## src/rtl/fetch_pkg.sv

```systemverilog
// Shared widths, slot-order helper and queue-entry layout for the fetch-to-decode packer.
package fetch_pkg;

  localparam int FETCH_W = 4;
  localparam int PC_W    = 16;
  localparam int INST_W  = 16;

  // Slot 0 sits in the MSBs of every packed vector, so slot i maps to bit FETCH_W-1-i.
  function automatic int slot_bit(input int slot);
    return FETCH_W - 1 - slot;
  endfunction

  typedef struct packed {
    logic [FETCH_W*PC_W-1:0]   pc;
    logic [FETCH_W*INST_W-1:0] inst;
    logic [FETCH_W*PC_W-1:0]   recv;
    logic [FETCH_W-1:0]        pred;
    logic [FETCH_W-1:0]        slot_valid;
  } fetch_entry_t;

endpackage

```

## src/rtl/fetch_pack_queue_if.sv

```systemverilog
// Fetch-side and decode-side handshake bundle of the packet queue.
interface fetch_pack_queue_if #(parameter int DEPTH = 4);
  import fetch_pkg::*;

  logic                        flush;
  logic                        start;
  logic                        in_valid;
  logic                        in_ready;
  logic [PC_W-1:0]             pc;
  logic [FETCH_W*INST_W-1:0]   inst;
  logic [FETCH_W-1:0]          brnch_mask;
  logic [FETCH_W-1:0]          pred_taken;
  logic [FETCH_W*PC_W-1:0]     brnch_tgt;
  logic [FETCH_W-1:0]          is_im_jmp;
  logic                        out_valid;
  logic                        out_ready;
  logic [FETCH_W*PC_W-1:0]     pc_to_dec;
  logic [FETCH_W*INST_W-1:0]   inst_to_dec;
  logic [FETCH_W*PC_W-1:0]     recv_pc_to_dec;
  logic [FETCH_W-1:0]          pred_result_to_dec;
  logic [FETCH_W-1:0]          slot_valid_to_dec;
  logic [$clog2(DEPTH):0]      count;

  modport master (
    output flush, start, in_valid, pc, inst, brnch_mask, pred_taken, brnch_tgt, is_im_jmp,
           out_ready,
    input  in_ready, out_valid, pc_to_dec, inst_to_dec, recv_pc_to_dec, pred_result_to_dec,
           slot_valid_to_dec, count
  );

  modport slave (
    input  flush, start, in_valid, pc, inst, brnch_mask, pred_taken, brnch_tgt, is_im_jmp,
           out_ready,
    output in_ready, out_valid, pc_to_dec, inst_to_dec, recv_pc_to_dec, pred_result_to_dec,
           slot_valid_to_dec, count
  );
endinterface

```

## src/rtl/fetch_slot_pack.sv

```systemverilog
// Combinational packing of one fetch slot: slot PC, instruction squash, recovery PC select.
module fetch_slot_pack
  import fetch_pkg::*;
#(
  parameter int SLOT = 0
) (
  input  logic [PC_W-1:0]   base_pc_i,
  input  logic [INST_W-1:0] inst_i,
  input  logic              squash_i,
  input  logic              mask_i,
  input  logic              taken_i,
  input  logic [PC_W-1:0]   tgt_i,
  output logic [PC_W-1:0]   pc_o,
  output logic [INST_W-1:0] inst_o,
  output logic [PC_W-1:0]   recv_o,
  output logic              pred_o
);

  assign pc_o   = base_pc_i + PC_W'(SLOT);
  assign inst_o = squash_i ? '0 : inst_i;
  assign pred_o = mask_i & taken_i;

  // Recovery PC is the path not predicted: fall-through for taken, target for not-taken.
  always_comb begin
    recv_o = '0;
    if (mask_i) recv_o = taken_i ? pc_o + PC_W'(1) : tgt_i;
  end

endmodule

```

## src/rtl/fetch_pack_queue.sv

```systemverilog
// Packs a fetch group into a decode packet and buffers packets in a DEPTH-entry FIFO.
module fetch_pack_queue
  import fetch_pkg::*;
#(
  parameter int DEPTH = 4
) (
  input logic               clk,
  input logic               rst,
  fetch_pack_queue_if.slave bus
);

  localparam int PTR_W = $clog2(DEPTH);
  localparam int CNT_W = PTR_W + 1;

  logic [PC_W-1:0]   slot_pc   [FETCH_W];
  logic [INST_W-1:0] slot_inst [FETCH_W];
  logic [PC_W-1:0]   slot_recv [FETCH_W];
  logic              slot_pred [FETCH_W];

  for (genvar i = 0; i < FETCH_W; i++) begin : g_slot
    localparam int B = slot_bit(i);
    fetch_slot_pack #(.SLOT(i)) u_slot (
      .base_pc_i (bus.pc),
      .inst_i    (bus.inst[B*INST_W +: INST_W]),
      .squash_i  (bus.start | bus.is_im_jmp[B]),
      .mask_i    (bus.brnch_mask[B]),
      .taken_i   (bus.pred_taken[B]),
      .tgt_i     (bus.brnch_tgt[B*PC_W +: PC_W]),
      .pc_o      (slot_pc[i]),
      .inst_o    (slot_inst[i]),
      .recv_o    (slot_recv[i]),
      .pred_o    (slot_pred[i])
    );
  end

  fetch_entry_t entry_d;
  logic         taken_seen;

  // NOTE: blocking '=' here is deliberate; taken_seen must ripple slot to slot within one evaluation.
  always_comb begin
    entry_d    = '0;
    taken_seen = 1'b0;
    for (int i = 0; i < FETCH_W; i++) begin
      entry_d.pc[slot_bit(i)*PC_W +: PC_W]       = slot_pc[i];
      entry_d.inst[slot_bit(i)*INST_W +: INST_W] = slot_inst[i];
      entry_d.recv[slot_bit(i)*PC_W +: PC_W]     = slot_recv[i];
      entry_d.pred[slot_bit(i)]                  = slot_pred[i];
      entry_d.slot_valid[slot_bit(i)]            = !bus.start && !taken_seen;
      taken_seen                                 = taken_seen | slot_pred[i];
    end
  end

  logic [PTR_W-1:0] wr_ptr_q, wr_ptr_d;
  logic [PTR_W-1:0] rd_ptr_q, rd_ptr_d;
  logic [CNT_W-1:0] count_q, count_d;
  logic             push, pop;
  fetch_entry_t     mem_q [DEPTH];

  assign bus.in_ready  = (count_q != CNT_W'(DEPTH));
  assign bus.out_valid = (count_q != '0);
  assign push          = bus.in_valid & bus.in_ready & ~bus.flush;
  assign pop           = bus.out_valid & bus.out_ready & ~bus.flush;

  // NOTE: every next-state signal gets its default first so no path leaves it unassigned (no latch).
  always_comb begin
    wr_ptr_d = wr_ptr_q;
    rd_ptr_d = rd_ptr_q;
    count_d  = count_q;
    if (bus.flush) begin
      wr_ptr_d = '0;
      rd_ptr_d = '0;
      count_d  = '0;
    end else begin
      if (push) wr_ptr_d = wr_ptr_q + PTR_W'(1);
      if (pop)  rd_ptr_d = rd_ptr_q + PTR_W'(1);
      count_d = count_q + CNT_W'(push) - CNT_W'(pop);
    end
  end

  always_ff @(posedge clk or posedge rst) begin
    if (rst) begin
      wr_ptr_q <= '0;
      rd_ptr_q <= '0;
      count_q  <= '0;
    end else begin
      wr_ptr_q <= wr_ptr_d;
      rd_ptr_q <= rd_ptr_d;
      count_q  <= count_d;
    end
  end

  // NOTE: payload storage has no reset; out_valid qualifies it, and a reset-free array maps to plain RAM.
  always_ff @(posedge clk) begin
    if (push) mem_q[wr_ptr_q] <= entry_d;
  end

  assign bus.pc_to_dec          = mem_q[rd_ptr_q].pc;
  assign bus.inst_to_dec        = mem_q[rd_ptr_q].inst;
  assign bus.recv_pc_to_dec     = mem_q[rd_ptr_q].recv;
  assign bus.pred_result_to_dec = mem_q[rd_ptr_q].pred;
  assign bus.slot_valid_to_dec  = mem_q[rd_ptr_q].slot_valid;
  assign bus.count              = count_q;

endmodule

```

## src/flat_wrapper.sv

```systemverilog
// flat-port wrapper written by rule: the top's interface ports become plain ports
module fetch_pack_queue_flat import fetch_pkg::*;
#(
  parameter int DEPTH = 4
)
  (clk, rst, bus_flush, bus_start, bus_in_valid, bus_pc, bus_inst, bus_brnch_mask, bus_pred_taken, bus_brnch_tgt, bus_is_im_jmp, bus_out_ready, bus_in_ready, bus_out_valid, bus_pc_to_dec, bus_inst_to_dec, bus_recv_pc_to_dec, bus_pred_result_to_dec, bus_slot_valid_to_dec, bus_count);
  fetch_pack_queue_if #(.DEPTH(DEPTH)) bus_i ();
  input logic clk;
  input logic rst;
  input wire logic [$bits(bus_i.flush)-1:0] bus_flush;
  input wire logic [$bits(bus_i.start)-1:0] bus_start;
  input wire logic [$bits(bus_i.in_valid)-1:0] bus_in_valid;
  input wire logic [$bits(bus_i.pc)-1:0] bus_pc;
  input wire logic [$bits(bus_i.inst)-1:0] bus_inst;
  input wire logic [$bits(bus_i.brnch_mask)-1:0] bus_brnch_mask;
  input wire logic [$bits(bus_i.pred_taken)-1:0] bus_pred_taken;
  input wire logic [$bits(bus_i.brnch_tgt)-1:0] bus_brnch_tgt;
  input wire logic [$bits(bus_i.is_im_jmp)-1:0] bus_is_im_jmp;
  input wire logic [$bits(bus_i.out_ready)-1:0] bus_out_ready;
  output wire logic [$bits(bus_i.in_ready)-1:0] bus_in_ready;
  output wire logic [$bits(bus_i.out_valid)-1:0] bus_out_valid;
  output wire logic [$bits(bus_i.pc_to_dec)-1:0] bus_pc_to_dec;
  output wire logic [$bits(bus_i.inst_to_dec)-1:0] bus_inst_to_dec;
  output wire logic [$bits(bus_i.recv_pc_to_dec)-1:0] bus_recv_pc_to_dec;
  output wire logic [$bits(bus_i.pred_result_to_dec)-1:0] bus_pred_result_to_dec;
  output wire logic [$bits(bus_i.slot_valid_to_dec)-1:0] bus_slot_valid_to_dec;
  output wire logic [$bits(bus_i.count)-1:0] bus_count;
  assign bus_i.flush = bus_flush;
  assign bus_i.start = bus_start;
  assign bus_i.in_valid = bus_in_valid;
  assign bus_i.pc = bus_pc;
  assign bus_i.inst = bus_inst;
  assign bus_i.brnch_mask = bus_brnch_mask;
  assign bus_i.pred_taken = bus_pred_taken;
  assign bus_i.brnch_tgt = bus_brnch_tgt;
  assign bus_i.is_im_jmp = bus_is_im_jmp;
  assign bus_i.out_ready = bus_out_ready;
  assign bus_in_ready = bus_i.in_ready;
  assign bus_out_valid = bus_i.out_valid;
  assign bus_pc_to_dec = bus_i.pc_to_dec;
  assign bus_inst_to_dec = bus_i.inst_to_dec;
  assign bus_recv_pc_to_dec = bus_i.recv_pc_to_dec;
  assign bus_pred_result_to_dec = bus_i.pred_result_to_dec;
  assign bus_slot_valid_to_dec = bus_i.slot_valid_to_dec;
  assign bus_count = bus_i.count;
  fetch_pack_queue #(.DEPTH(DEPTH)) u_core (.clk(clk), .rst(rst), .bus(bus_i));
endmodule
```

## config.mk

```make
export PLATFORM = sky130hd
export DESIGN_NAME = fetch_pack_queue_flat
export DESIGN_NICKNAME = d
export VERILOG_FILES = /design/src/rtl/fetch_pkg.sv /design/src/rtl/fetch_pack_queue_if.sv /design/src/rtl/fetch_slot_pack.sv /design/src/rtl/fetch_pack_queue.sv /design/src/flat_wrapper.sv
export SDC_FILE = /design/constraint.sdc
export NUM_CORES = 1
export LEC_CHECK = 0
export CORE_MARGIN = 4
export CORE_UTILIZATION = 61
export CTS_CLUSTER_DIAMETER = 50
export DETAILED_ROUTE_END_ITERATION = 6
export PLACE_DENSITY = 0.84
export REMOVE_ABC_BUFFERS = 1
export SLEW_MARGIN = 25
export SYNTH_ARGS = -nofsm -noshare
export SYNTH_HDL_FRONTEND = slang
export SYNTH_HIERARCHICAL = 1
export SYNTH_SLANG_ARGS = --single-unit
```

## constraint.sdc

```tcl
create_clock -name clk -period 11.45 [get_ports clk]
set_input_delay 2.29 -clock clk [delete_from_list [all_inputs] [get_ports clk]]
set_output_delay 2.29 -clock clk [all_outputs]
set_load 0.005 [all_outputs]
```

After elaboration in Yosys (flattened, before gate mapping)
Memory sizes are Yosys's and may differ from the RTL's.
Index checks and enable logic that the tools add are counted.
W data, S select, Z words.
{"block": "totals", "rom_bits": 0, "latchBits": 0, "n_memories": 1, "ff_bits": 7, "wordCells": 59, "ram_bits": 800}
{"block": "classes", "add_sub_neg": 10, "n_mul": 0, "n_div": 0, "bitwise_logic": 15, "muxes": 19, "reduce_logical": 10, "eq_ne": 1, "order_cmp": 0, "shifts": 0}
{"memory": "u_core.mem_q", "words": 4, "width": 200, "read_ports": 1, "rd_ports_with_merged_regs": 0, "write_ports": 1, "line": "fetch_pack_queue.sv:57", "source": "fetch_entry_t mem_q [DEPTH];"}
{"operator": "$mux W16", "count": 12}
{"operator": "$add A16 B1 Y16 const B", "count": 4}
{"operator": "$add A16 B2 Y16 const B", "count": 2}
{"operator": "$and A1 B1 Y1", "count": 8}
{"operator": "$mux W2", "count": 4}
{"operator": "$or A1 B1 Y1", "count": 6}
{"operator": "$add A2 B1 Y2 const B", "count": 2}
{"operator": "$logic_not A1 Y1", "count": 4}
{"operator": "$reduce_bool A2 Y1", "count": 2}
{"operator": "$add A3 B1 Y3", "count": 1}
{"operator": "$logic_and A1 B1 Y1", "count": 3}
{"operator": "$mux W3", "count": 1}
{"operator": "$ne A3 B3 Y1 const B", "count": 1}
{"operator": "$reduce_bool A3 Y1", "count": 1}
{"operator": "$sub A3 B1 Y3", "count": 1}
{"operator": "$mux W1", "count": 2}
{"operator": "$not A1 Y1", "count": 1}

Logic depth before layout (Yosys ltp)
Gate-level depths: netlist of the first run.
{"block": "logic_depth", "depth_word": 6, "mapped_depth": 11, "mapped_depth_nobuf": 11}

Hierarchy
Netlist of the first run, hierarchy kept.
{"module": "fetch_pack_queue", "seq_area_each_um2": 24198.2, "instances": 1, "cells_each": 1103, "area_per_inst_um2": 29493.3}
{"module": "fetch_slot_pack (u_core.g_slot[1].u_slot)", "seq_area_each_um2": 0.0, "instances": 1, "cells_each": 179, "area_per_inst_um2": 1188.6}
{"module": "fetch_slot_pack (u_core.g_slot[3].u_slot)", "seq_area_each_um2": 0.0, "instances": 1, "cells_each": 168, "area_per_inst_um2": 1161.1}
{"module": "fetch_slot_pack (u_core.g_slot[2].u_slot)", "seq_area_each_um2": 0.0, "instances": 1, "cells_each": 172, "area_per_inst_um2": 1113.6}
{"module": "fetch_slot_pack (u_core.g_slot[0].u_slot)", "seq_area_each_um2": 0.0, "instances": 1, "cells_each": 113, "area_per_inst_um2": 744.5}

Worst setup path before layout of the first run
No wires, ideal clock.
{"block": "synth_path", "kind": "input port to flip-flop", "startpoint": "input port bus_flush", "endpoint": "memory u_core/mem_q[0][0] in the netlist's numbering (enable)", "n_path_buf": 1, "slack_ns": 3.486, "stages": 3, "arrival_ns": 7.379, "required_time_ns": 10.865, "path_cell_list": "clkbuf_1 -> nor3_1 -> and2_1"}
{"block": "synth_via", "elab_chain_cells": 4}
{"item": "from (decl)", "line": "flat_wrapper.sv:10", "source": "input wire logic [$bits(bus_i.flush)-1:0] bus_flush;"}
{"item": "$not A1 Y1", "line": "fetch_pack_queue.sv:61", "source": "assign push = bus.in_valid & bus.in_ready & ~bus.flush;"}
{"item": "$and A1 B1 Y1", "line": "fetch_pack_queue.sv:61"}
{"item": "$mux W1", "line": "fetch_pack_queue.sv:94", "source": "if (push) mem_q[wr_ptr_q] <= entry_d;"}
{"item": "$mux W1 (implied by the code)", "line": "fetch_pack_queue.sv:94"}
{"item": "to (decl)", "line": "fetch_pack_queue.sv:57"}
No other way between the ends.

Worst setup path in the final report of the first run
{"block": "layout_path", "startpoint": "register u_core.rd_ptr_q[1]", "endpoint": "output port bus_pc_to_dec[59]"}
{"block": "layout_via", "elab_chain_cells": 1}
{"item": "from (decl)", "line": "fetch_pack_queue.sv:54", "source": "logic [PTR_W-1:0] rd_ptr_q, rd_ptr_d;"}
{"item": "from (signal assigned)", "line": "fetch_pack_queue.sv:87", "source": "rd_ptr_q <= rd_ptr_d;"}
{"item": "$mem_v2 Z4 W200"}
{"item": "to (decl)", "line": "flat_wrapper.sv:22", "source": "output wire logic [$bits(bus_i.pc_to_dec)-1:0] bus_pc_to_dec;"}
No other way between the ends.

==> impl_metrics.py, run 1 <==
metrics = {
    "worst_hold_path": {
        "hold_class": "reg2reg",
        "holdCritStartpoint": "u_core/wr_ptr_q[0]",
    },
    "route": {
        "wl_per_cell_microns": 26.6,
        "drcViolationCount": 0,
        "drtIter0Drc": 1945,
        "totalWireLength_mm": 76.6,
        "via_per_inst": 6.28,
        "drt_pre_antenna_iters": 7,
        "vias": 18100,
        "antenna_left": 0,
    },
    "logic_synthesis": {
        "synth_ff_type": "edfxtp_1",
        "yosysWarnings": 6,
        "syn_avg_cell_area_sq_um": 19.4,
        "yosysMostFrequentCell": "edfxtp_1",
        "synth_area_leaders": "edfxtp_1 71%, mux4_2 13%, nor2b_1 1.6%",
        "synth_cells": 1735,
        "yosys.area.top_type": "edfxtp_1",
        "async_flop_share_pct": 0.867,
        "synth_edf_count": 800,
        "synth.cell_area_sq_mm": 0.0337,
        "yosysUniqueCellTypes": 87,
        "ys_seq_area_share_pct": 71.8,
        "yosysTopAreaCellShare_pct": 71.3,
        "ys_ff_latch": 807,
        "ys_top_cells_by_count": "800 x edfxtp_1, 200 x mux4_2, 84 x nor2b_1",
    },
    "placed_design": {
        "port_buffers": 366,
        "dp_cells": 2733,
        "gp_congestion": 0.773,
        "dp_hpwl_mm": 46.8,
    },
    "setup_path": {
        "startpoint": "u_core/rd_ptr_q[1]",
        "crit_chain": "buf_4 -> buf_4 -> mux4_2 -> clkdlybuf4s50_1",
        "path_class": "reg2out",
        "cp.arrival_ns": 4.02,
        "crit_fanout": 63,
        "critical-path-max-stage-delay_ns": 0.83,
        "start_kind": "flip-flop",
        "r2r_start": "u_core/bus.count[2]",
        "r2r_slack_ns": 7.78,
        "slowest_stage": "buf_4",
        "crit_required_ns": 9.16,
        "crit_top_cell": "buf_4",
        "endpoint_kind": "primary output",
    },
    "grt": {
        "grt_use_met1_pct": 36.5,
        "met2_usage_pct": 42.3,
        "first_global_vias": 18600,
        "top_usage_layer": "met2",
        "grt_max_degree": 98,
        "grt_usage_pct": 25.8,
        "grt_use_met3_pct": 5.83,
        "antenna_found_initial": 3,
        "grt_pass1_wl_mm": 116,
        "grt.overflow.total": 0,
    },
    "cts": {
        "cts_made_buffers": 83,
        "clk_path_buf_depth": 3,
        "root_buffer": "clkbuf_16",
        "clk_latency_ns": 0.61,
        "cts_htree_levels": 3,
        "cts_tree": "yes",
        "clkTransAtPathRegs_ns": 0.06,
        "holdBufCountCts": 0,
        "cts_sinks": 807,
        "postCtsSetupBuffers": 0,
        "cts-resized-gates": 0,
    },
    "power_and_ir_drop": {
        "ir_drop_v": 0.000181,
        "power.leakage_nw": 13.1,
        "power_density_mw_per_mm2": 195,
    },
    "floorplanning": {
        "core_sq_mm": 0.0542,
        "rows": 85,
        "die-area_sq_mm": 0.0591,
        "die_w_microns": 243,
        "ios": 367,
        "die_height_microns": 243,
        "start_util_pct": 62.1,
    },
    "final_layout": {
        "layout.cells.non_filler": 2883,
        "syn2layout_area_growth_pct": 19.8,
        "utilization_pct": 74.5,
        "ff_latch_area_sq_mm": 0.0242,
        "fin_nets": 2299,
        "fillerInstances": 3042,
        "drive_above_1_share_pct": 18.5,
        "multi_input_area_sq_mm": 0.00856,
    },
    "timing": {
        "finClkSkew_ns": 0.0177,
        "period_share_pct": 55.1,
        "rsz0062_at_grt": "false",
        "hold_violations": 0,
        "relSlewSlack_pct": 30.2,
        "finalCriticalPeriod_ns": 6.31,
        "slew_violations": 0,
        "worst_pin_slew_ns": 1.05,
        "fmax_mhz": 159,
        "tns_ns": 0,
        "setup-violations-final": 0,
    },
    "run": {
        "max-cap-violations": 0,
    },
    "status": {
        "status": "finished clean",
    },
}
==> placed cells by master, fill, tap and decap left out, types with 5 or more instances in the layout <==
master,count
o211a_1,7
nor4_1,9
buf_2,5
clkdlybuf4s50_1,361
nand3_1,24
o21ai_0,22
nor3_1,32
mux2i_1,21
mux4_2,200
nor4_2,10
xor2_1,20
o31ai_1,7
nand4_1,21
clkinv_2,13
inv_1,52
nor2_1,45
o211ai_1,5
buf_4,29
o21a_1,6
bufinv_16,5
nand2_1,51
ha_1,14
and2_1,15
dfrtp_1,5
clkinv_1,16
a211o_1,5
a21oi_1,20
edfxtp_1,800
xnor2_1,58
clkbuf_1,15
or2_2,7
or3_1,5
clkbuf_16,87
nand2b_1,5
a31oi_1,5
nor2b_1,84
==> cell families after synthesis <==
group | share of synthesized area (%)
mux | 14.0
buf+inv | 2.83
fa+ha+maj | 0.579
compound gates | 2.62
simple gates | 6.12
xor+xnor | 2.03
flops | 71.8
==> final timing paths <==
path	end	cells past startpoint
max in group asynchronous	u_core/rd_ptr_q[1]	2
hold reg to reg	u_core/wr_ptr_q[0]	2
hold / removal	u_core/wr_ptr_q[0]	2
min in group asynchronous	u_core/bus.count[2]	2
setup reg to reg	u_core/mem_q[0][85]	5
setup / recovery	bus_pc_to_dec[59]	4
==> per-stage QoR <==
| stage | hold WS (ns) | total power [mW] | cell area [sq um] | setup WS, ns |
|---|---|---|---|---|
| floorplan | 0.554 | 4.66 | 32900 | 0.796 |
| global placement | 0.569 | 5.33 | 37700 | 5.51 |
| detailed placement | 0.611 | 5.36 | 37700 | 5.43 |
| CTS | 0.614 | 7.96 | 40400 | 4.85 |
| global route | 0.639 | 8.19 | 40400 | 4.85 |
| finish | 0.606 | 7.88 | 40400 | 5.14 |
==> sequential cells by signal (all words and copies together) (netlist names) <==
signal            count
u_core/mem_q        800
u_core/wr_ptr_q       2
u_core/bus.count      3
u_core/rd_ptr_q       2
==> power by group <==
group / switching [mW] / leakage (nW) / total, mW / internal (mW)
combinational: 0.772 / 4.33 / 1.79 / 1.02
sequential: 0.0728 / 7.45 / 3.50 / 3.42
clock: 1.09 / 1.29 / 2.60 / 1.51
==> worst max-delay path, delay by kind of cell (launching register included) <==
kind / cells / cell delay [ns]
buffers and inverters: 3 / 2.14
DFF: 1 / 0.70
muxes: 1 / 0.37
==> routing by layer <==
metal | wire length [microns] | up-vias
met3 | 7090 | 112
met5 | 45 | -
met1 | 29600 | 9272
met4 | 1270 | 6
met2 | 38600 | 915
li1 | - | 7796
==> cell type report <==
| cell class | count | share of cell area, % |
|---|---|---|
| antenna | 1 | 0.00620 |
| clock buffer | 102 | 5.53 |
| clock inverter | 47 | 1.03 |
| inverter | 53 | 0.493 |
| multi-input combinational | 779 | 21.2 |
| sequential | 807 | 59.9 |
| tap | 696 | 2.16 |
| timing repair buffer | 398 | 9.65 |
Power figures use the tool's default switching activity.
==> run 2: changes to the inputs <==
--- a/config.mk
+++ b/config.mk
@@ -6,10 +6,10 @@
 export NUM_CORES = 1
 export LEC_CHECK = 0
 export CORE_MARGIN = 4
-export CORE_UTILIZATION = 61
+export CORE_UTILIZATION = 57
 export CTS_CLUSTER_DIAMETER = 50
 export DETAILED_ROUTE_END_ITERATION = 6
-export PLACE_DENSITY = 0.84
+export PLACE_DENSITY = 0.79
 export REMOVE_ABC_BUFFERS = 1
 export SLEW_MARGIN = 25
 export SYNTH_ARGS = -nofsm -noshare
==> constraint.sdc (replaced) <==
create_clock -name clk -period 6.05 [get_ports clk]
set_input_delay 1.21 -clock clk [delete_from_list [all_inputs] [get_ports clk]]
set_output_delay 1.21 -clock clk [all_outputs]
set_load 0.005 [all_outputs]
==> impl_metrics.py, run 2 (same netlist as run 1, synthesis figures left out) <==
metrics = {
    "status": {
        "status": "finished clean",
    },
    "final_layout": {
        "regMostFlops": "u_core/mem_q",
        "final_common_cell": "edfxtp_1",
        "largest_reg_flops": 800,
        "fin_nets": 2317,
        "drive_above_1_share_pct": 19.6,
        "n_antenna_cell": 0,
        "final_cell_mix": "800 x edfxtp_1, 361 x clkdlybuf4s50_1, 200 x mux4_2, 88 x clkbuf_16, 84 x nor2b_1",
        "syn2layout_area_growth_pct": 21.1,
    },
    "setup_path": {
        "r2r_slack_ns": 3.18,
        "r2r_start": "u_core/bus.count[1]",
        "r2r.worst_path.cells": 4,
        "crit_required_ns": 4.84,
        "crit_family": "buffers and inverters",
        "critical-path-max-stage-delay_ns": 1.02,
        "cp.arrival_ns": 3.19,
        "start_kind": "flip-flop",
        "crit_fanout": 56,
        "path_buf_inv": 2,
        "slowest_stage": "dfrtp_4",
        "crit_chain": "buf_4 -> mux4_2 -> clkdlybuf4s50_1",
        "timing.rr.end": "u_core/mem_q[1][30]",
        "path_class": "reg2out",
        "endpoint_kind": "primary output",
    },
    "grt": {
        "first_global_vias": 18500,
        "antenna_found_initial": 2,
        "grt.overflow.total": 0,
        "grt_max_degree": 64,
        "grt_usage_pct": 24.1,
        "grt_pass1_wl_mm": 115,
    },
    "cts": {
        "holdBufCountCts": 0,
        "postCtsSetupBuffers": 0,
        "root_buffer": "clkbuf_16",
        "clkTransAtPathRegs_ns": 0.06,
        "clk_latency_ns": 0.61,
        "cts-resized-gates": 0,
        "cts_sinks": 807,
        "cts_htree_levels": 3,
        "cts_made_buffers": 85,
        "cts_tree": "yes",
        "clk_path_buf_depth": 3,
    },
    "worst_hold_path": {
        "worstHoldEndpoint": "u_core/wr_ptr_q[0]",
        "holdCritStartpoint": "u_core/wr_ptr_q[0]",
        "hold_class": "reg2reg",
        "whs_path_depth": 2,
    },
    "timing": {
        "fmax_mhz": 227,
        "relSlewSlack_pct": 31.3,
        "setup-violations-final": 0,
        "finalCriticalPeriod_ns": 4.40,
        "hold_violations": 0,
        "rsz0062_at_grt": "false",
        "period_share_pct": 72.7,
        "worst_slack_ns": 1.65,
        "worst_pin_slew_ns": 1.03,
        "finClkSkew_ns": 0.0216,
        "slew_violations": 0,
        "tns_ns": 0,
    },
    "power_and_ir_drop": {
        "combPwrFrac_pct": 23.1,
        "power.leakage_nw": 13.2,
        "power_density_mw_per_mm2": 368,
        "pwr-share-clk_pct": 32.6,
        "internal-power_mw": 11.3,
        "ir_drop_v": 0.000299,
        "swShare_pct": 24.9,
        "switching_power_mw": 3.73,
        "p_seq_share_pct": 44.3,
    },
    "floorplanning": {
        "start_util_pct": 58.0,
        "ios": 367,
        "rows": 88,
        "die_height_microns": 251,
        "die_w_microns": 251,
        "core_sq_mm": 0.0581,
        "die-area_sq_mm": 0.0631,
    },
    "route": {
        "wl_per_cell_microns": 25.8,
        "antenna_left": 0,
        "drtIter0Drc": 1643,
        "vias": 18000,
        "drt_pre_antenna_iters": 5,
        "totalWireLength_mm": 76.8,
        "via_per_inst": 6.06,
        "drcViolationCount": 0,
    },
    "placed_design": {
        "gp_congestion": 0.848,
        "port_buffers": 366,
        "dp_hpwl_mm": 48.2,
        "place_worst_setup_slack_ns": 1.17,
    },
    "run": {
        "max-cap-violations": 0,
    },
}
-- run 2: tightest hold or removal path: cells and delay by family (launching register included) --
family             cells  cell delay [ns]
DFF                    1             0.43
AOI/OAI and AO/OA      2             0.16
-- run 2: how the worst max path moves through the flow --
stage	slack [ns]	endpoint	start	cells past startpoint
5_1_grt	1.50	bus_pc_to_dec[45]	u_core/rd_ptr_q[0]	3
2_1_floorplan	-3.52	bus_inst_to_dec[0]	u_core/rd_ptr_q[0]	1
6_report	1.65	bus_inst_to_dec[55]	u_core/rd_ptr_q[1]	3
4_1_cts	1.61	bus_pc_to_dec[13]	u_core/rd_ptr_q[0]	3
3_5_place_dp	1.17	u_core/mem_q[2][55]	bus_pc[6]	8
3_3_place_gp	1.40	u_core/mem_q[0][55]	bus_pc[6]	8
-- run 2: cell type report --
type / count / area (sq um)
Inverter: 53 / 199
Sequential cell: 807 / 24200
Tap cell: 765 / 957
Clock inverter: 60 / 425
Multi-Input combinational cell: 779 / 8560
Timing Repair Buffer: 414 / 4240
Clock buffer: 96 / 2230
Fill cell: 3629 / 17300
-- run 2: metal layers --
metal | global-route usage, % | vias to the layer above | share of wire (%)
li1 | - | 7818 | -
met1 | 33.7 | 9254 | 39
met2 | 39.4 | 833 | 49
met3 | 6.28 | 111 | 9.4
met4 | 5.26 | 4 | 1.8
met5 | 0 | - | 0.022
-- run 2: per-stage QoR --
stage               cell area [sq um]  hold WS (ns)  std cells  utilization [%]  total power [mW]
floorplan                       32900         0.554       1639                -              8.79
global placement                38100         0.572       2817             65.6              10.2
detailed placement              38100         0.597       2817             65.6              10.3
CTS                             40800         0.617       2973             70.2              15.2
global route                    40800         0.646       2974             70.2              15.6
finish                          40800         0.623       2974             70.2              15.0
-- run 2: power groups by stage --
stage	combinational, mW	clock (mW)	sequential (mW)
2_1_floorplan	1.79	0	7.00
3_3_place_gp	3.48	0	6.74
3_5_place_dp	3.50	0	6.76
4_1_cts	3.54	5.00	6.65
5_1_grt	3.70	5.24	6.66
6_report	3.47	4.89	6.64
==> run 3: changes to the inputs <==
--- a/config.mk
+++ b/config.mk
@@ -6,10 +6,10 @@
 export NUM_CORES = 1
 export LEC_CHECK = 0
 export CORE_MARGIN = 4
-export CORE_UTILIZATION = 57
+export CORE_UTILIZATION = 51
 export CTS_CLUSTER_DIAMETER = 50
 export DETAILED_ROUTE_END_ITERATION = 6
-export PLACE_DENSITY = 0.79
+export PLACE_DENSITY = 0.75
 export REMOVE_ABC_BUFFERS = 1
 export SLEW_MARGIN = 25
 export SYNTH_ARGS = -nofsm -noshare
==> constraint.sdc (replaced) <==
create_clock -name clk -period 3.9 [get_ports clk]
set_input_delay 0.78 -clock clk [delete_from_list [all_inputs] [get_ports clk]]
set_output_delay 0.78 -clock clk [all_outputs]
set_load 0.005 [all_outputs]
==> impl_metrics.py, run 3 (same netlist as run 1, synthesis figures left out) <==
metrics = {
    "timing": {
        "slew_violations": 0,
        "worst_pin_slew_ns": 0.727,
        "setup-violations-final": 0,
        "rsz0062_at_grt": "false",
        "tns_ns": 0,
        "finClkSkew_ns": 0.0273,
        "finalCriticalPeriod_ns": 3.68,
        "relSlewSlack_pct": 51.4,
        "fmax_mhz": 272,
        "period_share_pct": 94.4,
        "hold_violations": 0,
        "whs_ns": 0.382,
    },
    "cts": {
        "holdBufCountCts": 0,
        "cts_htree_levels": 3,
        "clkTransAtPathRegs_ns": 0.06,
        "cts_made_buffers": 91,
        "cts_tree": "yes",
        "clk_latency_ns": 0.63,
        "clk_path_buf_depth": 3,
        "postCtsSetupBuffers": 0,
        "cts_sinks": 807,
        "cts-resized-gates": 0,
        "root_buffer": "clkbuf_16",
    },
    "route": {
        "top_layer": "met5",
        "antenna_left": 0,
        "vias": 18400,
        "drtIter0Drc": 1815,
        "dr_wl_met2_mm": 39.6,
        "drt_pre_antenna_iters": 5,
        "totalWireLength_mm": 79.3,
        "drcViolationCount": 0,
        "wl_met3_mm": 6.68,
        "via_per_inst": 5.90,
        "wl_per_cell_microns": 25.5,
        "wl_met1_mm": 31.5,
    },
    "final_layout": {
        "final_common_cell": "edfxtp_1",
        "drive_above_1_share_pct": 21.4,
        "n_antenna_cell": 0,
        "regMostFlops": "u_core/mem_q",
        "design_area_sq_mm": 0.0417,
        "fillerInstances": 4420,
        "fin_nets": 2359,
        "final_cell_mix": "800 x edfxtp_1, 360 x clkdlybuf4s50_1, 200 x mux4_2, 93 x clkbuf_16, 84 x nor2b_1",
        "syn2layout_area_growth_pct": 23.8,
        "largest_reg_flops": 800,
    },
    "status": {
        "status": "finished clean",
    },
    "placed_design": {
        "placed_area_sq_mm": 0.0387,
        "gp_congestion": 0.810,
        "port_buffers": 366,
        "dp_hpwl_mm": 52.3,
    },
    "setup_path": {
        "crit_required_ns": 3.12,
        "endpoint_kind": "primary output",
        "cp.arrival_ns": 2.90,
        "crit_fanout": 27,
        "start_kind": "flip-flop",
        "path_class": "reg2out",
    },
    "grt": {
        "antenna_found_initial": 3,
        "grt_max_degree": 86,
        "first_global_vias": 18800,
        "grt_pass1_wl_mm": 119,
        "grt.overflow.total": 0,
        "grt_usage_pct": 22.3,
    },
    "power_and_ir_drop": {
        "ir_drop_v": 0.000463,
        "power.leakage_nw": 13.6,
        "power_density_mw_per_mm2": 582,
    },
    "floorplanning": {
        "core_sq_mm": 0.0649,
        "die_height_microns": 265,
        "ios": 367,
        "rows": 93,
        "die_w_microns": 265,
        "start_util_pct": 51.9,
        "die-area_sq_mm": 0.0703,
    },
    "run": {
        "max-cap-violations": 0,
    },
    "worst_hold_path": {
        "hold_class": "in2async",
    },
}
-- run 3: where the power goes --
part | total, mW | switching, mW | internal [mW] | leakage (nW)
Combinational | 5.60 | 2.43 | 3.17 | 4.68
Sequential | 10.2 | 0.152 | 10.0 | 7.45
Clock | 8.49 | 3.42 | 5.07 | 1.48
-- run 3: per-stage QoR --
step	util (%)	power [mW]	std cells	setup WS, ns
2_1_floorplan	-	12.8	1639	-5.40
3_3_place_gp	59.6	16.0	2944	0.417
3_5_place_dp	59.6	16.1	2944	0.282
4_1_cts	64.3	24.6	3112	0.110
5_1_grt	64.3	25.3	3112	0.0497
6_report	64.3	24.3	3112	0.220
-- run 3: path summary, 6_finish.rpt --
| check | start | to | slack (ns) | cells past startpoint |
|---|---|---|---|---|
| max reg2reg | u_core/bus.count[1] | u_core/bus.count[2] | 1.39 | 11 |
| max in group asynchronous | rst | u_core/rd_ptr_q[0] | 3.26 | 2 |
| min in group clk | bus_pc[0] | u_core/mem_q[2][136] | 0.55 | 2 |
| min reg2reg | u_core/wr_ptr_q[1] | u_core/wr_ptr_q[1] | 0.62 | 2 |
| max | u_core/rd_ptr_q[0] | bus_inst_to_dec[54] | 0.22 | 4 |
| min | rst | u_core/bus.count[2] | 0.38 | 2 |
-- run 3: metal layers --
metal	global-route usage, %	vias to the layer above
li1	-	7930
met1	31.1	9473
met2	36.7	823
met3	5.24	130
met4	4.83	4
met5	0	-
-- run 3: final cells by class --
type	count	area (sq um)	area share [%]
Inverter	53	199	0.477
Sequential cell	807	24200	58.0
Clock inverter	66	687	1.65
Multi-Input combinational cell	779	8560	20.5
Clock buffer	102	2360	5.66
Tap cell	855	1070	2.56
Timing Repair Buffer	450	4650	11.1
-- run 3: critical path, cell delays in order, from the launching register on --
cell             delay [ns]
dfrtp_4                0.56
buf_12                 0.27
buf_4                  0.34
mux4_2                 0.55
clkdlybuf4s50_1        0.50
